==> config.mk <==
export PLATFORM = sky130hd
export DESIGN_NAME = huffman_job_sequencer
export DESIGN_NICKNAME = d
export VERILOG_FILES = /design/src/rtl/huffman_seq_pkg.sv /design/src/rtl/huffman_seq_timer.sv /design/src/rtl/huffman_job_sequencer.sv
export SDC_FILE = /design/constraint.sdc
export NUM_CORES = 1
export LEC_CHECK = 0
export ABC_AREA = 1
export CELL_PAD_IN_SITES_DETAIL_PLACEMENT = 1
export CELL_PAD_IN_SITES_GLOBAL_PLACEMENT = 1
export CORE_MARGIN = 2
export CORE_UTILIZATION = 37
export DETAILED_ROUTE_END_ITERATION = 6
export GPL_TIMING_DRIVEN = 0
export PLACE_DENSITY = 0.89
export SLEW_MARGIN = 40
export SYNTH_ARGS = -nofsm -noshare
export SYNTH_HDL_FRONTEND = slang
export SYNTH_SLANG_ARGS = --single-unit
export TNS_END_PERCENT = 20
==> constraint.sdc <==
create_clock -name clock -period 4.2 [get_ports clock]
set_input_delay 0.42 -clock clock [delete_from_list [all_inputs] [get_ports clock]]
set_output_delay 0.42 -clock clock [all_outputs]
set_load 0.02 [all_outputs]
==> src/rtl/huffman_seq_pkg.sv <==
// Shared types, constants and helpers for the Huffman job sequencer.
package huffman_seq_pkg;
  localparam int NUM_CSR   = 4;
  localparam int CSR_W_DEF = 11;
  localparam int LEN_W_DEF = 32;

  typedef enum logic [2:0] {IDLE, CSR, SETTLE, REQ, START, RUN, DONE} seq_state_t;

  // LSB position of CSR field idx inside the packed job_csr bus.
  function automatic int csr_lsb(input int idx, input int csr_w);
    return idx * csr_w;
  endfunction
endpackage

==> src/rtl/huffman_seq_timer.sv <==
// Loadable down-counter with a zero flag; used for the settle window and the run timeout.
module huffman_seq_timer #(
  parameter int W = 32
) (
  input  logic         clock,
  input  logic         reset,
  input  logic         load,
  input  logic [W-1:0] load_value,
  input  logic         dec,
  output logic         zero
);
  logic [W-1:0] count;

  always_ff @(posedge clock) begin
    if (reset)                    count <= '0;
    else if (load)                count <= load_value;
    else if (dec && count != '0)  count <= count - W'(1);
  end

  assign zero = (count == '0);
endmodule

==> src/rtl/huffman_job_sequencer.sv <==
// Job front-end for the Huffman accelerator: CSR programming, settle, request, run tracking.
// Optional build macro HUFF_SEQ_CSR_CACHE_EN skips CSR writes whose value is already loaded.
module huffman_job_sequencer
  import huffman_seq_pkg::*;
#(
  parameter int SETTLE_CYCLES  = 10,
  parameter int TIMEOUT_CYCLES = 10000,
  parameter int CSR_W          = CSR_W_DEF,
  parameter int LEN_W          = LEN_W_DEF
) (
  input  logic                     clock,
  input  logic                     reset,
  input  logic                     job_valid,
  output logic                     job_ready,
  input  logic                     job_encoding,
  input  logic [LEN_W-1:0]         job_head,
  input  logic [LEN_W-1:0]         job_length,
  input  logic [NUM_CSR*CSR_W-1:0] job_csr,
  output logic                     hw_csr_write,
  output logic [1:0]               hw_csr_addr,
  output logic [CSR_W-1:0]         hw_csr_data,
  output logic                     hw_encoding,
  output logic                     hw_req_valid,
  output logic [LEN_W-1:0]         hw_req_head,
  output logic [LEN_W-1:0]         hw_req_length,
  input  logic                     hw_req_ready,
  input  logic                     hw_resp_valid,
  output logic                     done_valid,
  output logic [LEN_W-1:0]         done_count,
  output logic                     done_timeout,
  output logic                     busy,
  output seq_state_t               dbg_state
);
  // job_valid/job_ready: a descriptor transfers on a cycle where both are high; ready only in IDLE.
  localparam logic [31:0] SETTLE_LOAD  = (SETTLE_CYCLES > 0)  ? 32'(SETTLE_CYCLES - 1)  : '0;
  localparam logic [31:0] TIMEOUT_LOAD = (TIMEOUT_CYCLES > 0) ? 32'(TIMEOUT_CYCLES - 1) : '0;
  localparam seq_state_t  POST_CSR     = (SETTLE_CYCLES > 0)  ? SETTLE : REQ;

  seq_state_t         state, state_n;
  logic [1:0]         idx, idx_n;
  logic [CSR_W-1:0]   csr_q [NUM_CSR];
  logic [LEN_W-1:0]   head_q, length_q, count_q;
  logic               enc_q, timeout_q;
  logic [NUM_CSR-1:0] need_in, need_q;
  logic [2:0]         pick;
  logic               tmr_load, tmr_dec, tmr_zero, hit_timeout;
  logic [31:0]        tmr_value;

  // Lowest index >= lo whose CSR still needs a write; bit 2 flags that one was found.
  function automatic logic [2:0] pick_next(input logic [NUM_CSR-1:0] need, input int lo);
    pick_next = '0;
    for (int i = NUM_CSR - 1; i >= 0; i--)
      if (need[i] && i >= lo) pick_next = {1'b1, 2'(i)};
  endfunction

`ifdef HUFF_SEQ_CSR_CACHE_EN
  logic [CSR_W-1:0]   shadow_q [NUM_CSR];
  logic [NUM_CSR-1:0] written_q;

  always_ff @(posedge clock) begin
    if (reset) begin
      written_q <= '0;
      for (int i = 0; i < NUM_CSR; i++) shadow_q[i] <= '0;
    end else if (state == CSR) begin
      shadow_q[idx]  <= csr_q[idx];
      written_q[idx] <= 1'b1;
    end
  end

  always_comb begin
    need_in = '1;
    need_q  = '1;
    for (int i = 0; i < NUM_CSR; i++) begin
      need_in[i] = !(written_q[i] && shadow_q[i] == job_csr[csr_lsb(i, CSR_W) +: CSR_W]);
      need_q[i]  = !(written_q[i] && shadow_q[i] == csr_q[i]);
    end
  end
`else
  assign need_in = '1;
  assign need_q  = '1;
`endif

  huffman_seq_timer #(.W(32)) u_timer (
    .clock      (clock),
    .reset      (reset),
    .load       (tmr_load),
    .load_value (tmr_value),
    .dec        (tmr_dec),
    .zero       (tmr_zero)
  );

  always_comb begin
    state_n     = state;
    idx_n       = idx;
    pick        = '0;
    tmr_load    = 1'b0;
    tmr_value   = SETTLE_LOAD;
    tmr_dec     = 1'b0;
    hit_timeout = 1'b0;
    case (state)
      IDLE: if (job_valid) begin
        pick = pick_next(need_in, 0);
        if (pick[2]) begin
          state_n = CSR;
          idx_n   = pick[1:0];
        end else begin
          state_n  = POST_CSR;
          tmr_load = 1'b1;
        end
      end
      CSR: begin
        pick = pick_next(need_q, int'(idx) + 1);
        if (pick[2]) idx_n = pick[1:0];
        else begin
          state_n  = POST_CSR;
          tmr_load = 1'b1;
        end
      end
      SETTLE: if (tmr_zero) state_n = REQ; else tmr_dec = 1'b1;
      REQ: if (hw_req_ready) begin
        state_n   = START;
        tmr_load  = 1'b1;
        tmr_value = TIMEOUT_LOAD;
      end
      START: begin
        tmr_dec = 1'b1;
        if (tmr_zero) begin
          state_n     = DONE;
          hit_timeout = 1'b1;
        end else if (!hw_req_ready) state_n = RUN;
      end
      // Completion beats a timeout expiring in the same cycle.
      RUN: begin
        tmr_dec = 1'b1;
        if (hw_req_ready) state_n = DONE;
        else if (tmr_zero) begin
          state_n     = DONE;
          hit_timeout = 1'b1;
        end
      end
      DONE:    state_n = IDLE;
      default: state_n = IDLE;
    endcase
  end

  always_ff @(posedge clock) begin
    if (reset) begin
      state     <= IDLE;
      idx       <= '0;
      head_q    <= '0;
      length_q  <= '0;
      count_q   <= '0;
      enc_q     <= 1'b0;
      timeout_q <= 1'b0;
      for (int i = 0; i < NUM_CSR; i++) csr_q[i] <= '0;
    end else begin
      state <= state_n;
      idx   <= idx_n;
      if (state == IDLE && job_valid) begin
        head_q    <= job_head;
        length_q  <= job_length;
        enc_q     <= job_encoding;
        count_q   <= '0;
        timeout_q <= 1'b0;
        for (int i = 0; i < NUM_CSR; i++) csr_q[i] <= job_csr[csr_lsb(i, CSR_W) +: CSR_W];
      end
      if (state == REQ && hw_req_ready) count_q <= '0;
      if ((state == START || state == RUN) && hw_resp_valid && count_q != '1)
        count_q <= count_q + LEN_W'(1);
      if (hit_timeout) timeout_q <= 1'b1;
    end
  end

  assign job_ready     = (state == IDLE);
  assign busy          = (state != IDLE);
  assign hw_csr_write  = (state == CSR);
  assign hw_csr_addr   = (state == CSR) ? idx : 2'd0;
  assign hw_csr_data   = (state == CSR) ? csr_q[idx] : '0;
  assign hw_encoding   = enc_q;
  assign hw_req_valid  = (state == REQ) && hw_req_ready;
  assign hw_req_head   = head_q;
  assign hw_req_length = length_q;
  assign done_valid    = (state == DONE);
  assign done_count    = count_q;
  assign done_timeout  = timeout_q;
  assign dbg_state     = state;
endmodule

== Word level (Yosys, flattened, before mapping) ==
Memory sizes are Yosys's and may differ from the RTL's. A register that Yosys moved wholly into a read port is not among the register bits.
Cells that the tools add are included.
Cells by class
  add/subtract/negate cells: 3
  magnitude comparators: 4
  equal/unequal tests: 15
  mux-type cells: 53
  bitwise gates (word level): 4
  reduce and logical (&&, ||, !) cells: 17
Operators with widths (number)
  2-to-1 mux 32 bit: 5
  2-to-1 mux 11 bit: 5
  2-to-1 mux 3 bit: 15
  adder 32 x 1 -> 32 bit (second input constant): 1
  zero test 32 bit: 1
  != test 32 bit (second input constant): 1
  nonzero test 32 bit: 1
  subtractor 32 x 1 -> 32 bit (second input constant): 1
  2-to-1 mux 14 bit: 2
  one-hot mux 3 bit (6 select lines): 1
  2-to-1 mux 1 bit: 14
  2-to-1 mux 2 bit: 7
  == test 3 bit (second input constant): 3
  != test 2 bit (second input constant): 4
  == test 3 x 2 -> 1 bit (second input constant): 2
  >= comparator 1 x 3 -> 1 bit (first input constant): 2
  >= comparator 2 x 3 -> 1 bit (first input constant): 2
  != test 3 bit (second input constant): 2
  AND reduction 6 bit: 1
  nonzero test 2 bit: 3
  nonzero test 3 bit: 2
  logical AND 1 bit: 5
  != test 2 x 1 -> 1 bit (second input constant): 2
  OR 1 bit: 4
  other kinds (9): 10
Word-level totals
  register bits: 135
  bits in writable memories: 44
  output and inout port bits: 119
  memories: 1
Memories
  csr_q: words 4, width 11, rd ports 1, clocked after Yosys merged registers in 1, wr ports 4, RTL line huffman_job_sequencer.sv:41  | logic [CSR_W-1:0] csr_q [NUM_CSR];

== Depth between registers and ports, before layout ==
  depth after elaboration: 11
  depth in mapped cells: 12

== Hierarchy ==
From an unflattened synthesis, not the netlist that was laid out.
Second synthesis, totals
  cell total of the unflattened synthesis: 1320
  area total of the unflattened synthesis: 9397.8 um^2
Modules (own cells, without submodules)
  huffman_job_sequencer: instances 1, cells each 917, area an instance 6962.9 um^2
  huffman_seq_timer: instances 1, cells each 403, area an instance 2434.8 um^2

== Worst setup path before layout ==
No wires, ideal clock.
  path type: register to register
  from: reg state[1], in the netlist dbg_state[1]
  to: mem csr_q[0][0] in the netlist's numbering, enable pin
  library setup time: 0.402 ns
  arrival time: 2.302 ns
  data required time: 3.798 ns
  path slack: 1.495 ns
  cell stages (with the launch flop): 7
  clock period less this slack: 2.705 ns
  path through: dfxtp_1 > nor2_1 > inv_1 > nor2_2 > nand2_1 > clkbuf_1 > nand2_1
RTL lines
  start: declaration: RTL line huffman_job_sequencer.sv:39  | seq_state_t state, state_n;
  start signal: assignment: RTL line huffman_job_sequencer.sv:157  | state <= state_n;
  end: declaration: RTL line huffman_job_sequencer.sv:41

== Final worst setup path ==
  from: reg state[1], in the netlist dbg_state[1]
  to: out hw_csr_addr[1]
Between the ends
  word-level cells in the longest chain between the ends: 2
Ends and longest elaborated chain
  == test 3 x 1 -> 1 bit: RTL line huffman_job_sequencer.sv:177  | assign hw_csr_addr = (state == CSR) ? idx : 2'd0;
  2-to-1 mux 2 bit: RTL line huffman_job_sequencer.sv:177
  end: declaration: RTL line huffman_job_sequencer.sv:20  | output logic [1:0] hw_csr_addr,
Every way passes these cells.

==> impl_metrics.ini <==
[global_route]
grt_start_max_net_pins = 45
grt-ovfl-total = 0
grt_usage_pct = 26.07
grt_pass1_wl_um = 53230
antenna_found_initial = 0
grt_pass1_vias = 10076

[finish]
layout-area-overhead-vs-synth_pct = 36.55
drive_gt1_share_pct = 5.084
final_area_um2 = 12330
multiInputGateArea_um2 = 4025
n_antenna_cell = 0
seqCellArea_um2 = 4064
final_core_util_pct = 51.14
nFillCells = 3126
finalNetCount = 1658

[sta]
tightest_slew_ps = 791.8
setup_violations = 0
finClkSkew_ps = 14.83
relSlewSlack_pct = 47.21
setup_ws_ps = 968.3
rsz0062_at_grt = false
min_period_ps = 3232
hold_viol = 0
post-route-period-util_pct = 76.95
finalSetupTns_ps = 0
fmax_ghz = 0.3094
slew_violations = 0

[clocking]
insertion_delay_ps = 450
cts_root_buf = clkbuf_16
holdBufCountCts = 0
tritoncts = built
cts_resized = 0
path_clk_slew_ps = 80
post-cts-setup-buffers = 0
htree_levels = 4
numCtsBuffers = 17
cts_sinks = 181
cts_buffer_depth = 2

[critical_path]
cp.arrival_ps = 2810
critPathKind = flop to primary output
cp_max_fo = 10
critPathLaunchType = flop
worstSetupEndpointType = primary output
cp_data_required_time_ps = 3780

[drt]
avgViaCountPerCell = 5.086
vias = 9551
firstDrtPassIters = 5
wirelength_um = 33580
drtIter0Drc = 531
avgRoutedWirePerCell_um = 17.88
drcViolationCount = 0
final_antenna_net_count = 0

[pwr]
vdd_drop_max_mv = 0.3722
p_leak_nw = 5.115
pwr_density_cell_nw_per_um2 = 710.8
total_power_mw = 8.761

[synthesis]
synth.area.mux_share_pct = 0
syn_nets = 1408
post_synth_num_cell_types = 34
ys_warn_count = 0
ys_ff_latch = 181
synthesis.area_um2 = 9027
seq_area_frac_synth_pct = 45.02
synth_top_family_by_area = simple AND/OR/NAND/NOR gates
avgSynthCellArea_um2 = 6.993
syn_inst = 1291
synth-simple-area-share_pct = 31.45
synthAdderAreaFrac_pct = 0.4158
synth-compound-area-share_pct = 11.09
synthXorXnorAreaFrac_pct = 1.552

[floorplan]
rows = 57
core_area_um2 = 24110
io-pin-count = 233
die_w_um = 160.2
dieArea_um2 = 25660
start_util_pct = 37.45
die_h_um = 160.2

[placement]
numPortBuffers = 231
post-place-ws_ps = 1253
gp_congestion = 0.9300
place_area_um2 = 11750
hpwl_um = 25000

[outcome]
status = completed

[hold_path]
hold_path_class = flop to flop

[job]
drv_cap = 0
cells by family after synthesis:
logic type / after synthesis
xor+xnor: 16
compound gates: 191
buf+inv: 245
simple gates: 655
fa+ha+maj: 3
flops: 181
where the power goes:
group | internal (mW) | switching [mW]
Clock | 0.809 | 0.823
Combinational | 1.51 | 3.11
Sequential | 2.19 | 0.317
layout make-up:
class | instances | share of cell area (%)
plain buffers | 53 | 1.827
clock buffers | 19 | 3.593
clock inverters | 13 | 1.066
inverters | 192 | 5.847
multi-input cells | 865 | 32.65
flip-flops and latches | 181 | 32.97
well taps | 324 | 3.289
repair buffers | 231 | 18.76
critical path, cell delays in order (launching register included):
cell and delay [ps]:
dfxtp_1 370, inv_1 130, nand2_1 120, nor2_2 280, inv_1 200, clkbuf_1 280
nor2_1 320, clkdlybuf4s50_1 680
path summary, 6_finish.rpt:
check / cells past startpoint / to / from / slack, ps
setup / recovery: 7 / hw_csr_addr[1] / dbg_state[1]$_SDFFE_PP0P_ / 970
hold / removal: 2 / hw_req_head[0]$_SDFFE_PP0P_ / hw_req_head[0]$_SDFFE_PP0P_ / 490
setup reg to reg: 6 / csr_q[2][2]$_SDFFCE_PN0P_ / dbg_state[1]$_SDFFE_PP0P_ / 1660
hold reg to reg: 2 / hw_req_head[0]$_SDFFE_PP0P_ / hw_req_head[0]$_SDFFE_PP0P_ / 490
metal layers:
metal	up-vias	share of wire, %	GRT usage [%]
li1	4631	-	-
met1	4573	40	29.70
met2	286	50	47.17
met3	61	6.4	6.468
met4	0	2.9	9.541
met5	-	0	0
cells in the final DEF, fill, tap and decap left out, drive strengths merged:
cell	n
clkbuf	50
and3	1
xnor2	6
xor2	10
o21bai	6
inv	200
buf	22
o21ai	108
nor2	235
clkinv	5
nor3	15
edfxtp	44
o211ai	2
a31oi	1
nand3	144
nand2	232
nand4	22
dfxtp	137
or2	2
nand3b	4
clkdlybuf4s50	231
ha	3
a21oi	72
a211oi	2
state kept, by name, indices dropped and copies added (netlist names), named ones only:
name and cells:
done_timeout 1, csr_q 44, u_timer.count 32, hw_req_head 32
idx 2, hw_req_length 32, hw_encoding 1, dbg_state 3
done_count 32
per-stage QoR:
step / cells / hold WS (ps)
floorplan: 1291 / 448.0
global placement: 1846 / 460.5
detailed placement: 1846 / 474.8
CTS: 1878 / 498.0
global route: 1878 / 525.5
finish: 1878 / 493.5
Yosys cell counts:
library cell  number  share of area [%]
clkbuf_1          31                1.3
a21oi_2            2               0.19
buf_1              6               0.25
xnor2_1            6               0.58
nand4_1           22                1.5
inv_2              2              0.083
nand2_2            4               0.28
o211ai_1           2               0.17
xor2_1            10               0.97
ha_1               3               0.42
and3_1             1              0.069
buf_6              1               0.12
inv_1            189                7.9
a21oi_1           69                3.8
dfxtp_1          137                 30
o21bai_1           6               0.50
nor2_2            11               0.76
nor3_2             2               0.22
a211oi_1           2               0.17
clkinv_1           1              0.042
nand3_2            2               0.22
a21oi_4            1               0.18
nor3_1            13               0.72
o21ai_0          108                6.0
nor2_1           219                9.1
nand2_1          228                9.5
or2_2              2               0.14
nand3b_1           4               0.33
nor2_4             4               0.50
nor2_8             1               0.22
nand3_1          142                7.9
edfxtp_1          44                 15
a31oi_1            1              0.069
buf_2             15               0.83
Power figures use the tool's default switching activity.
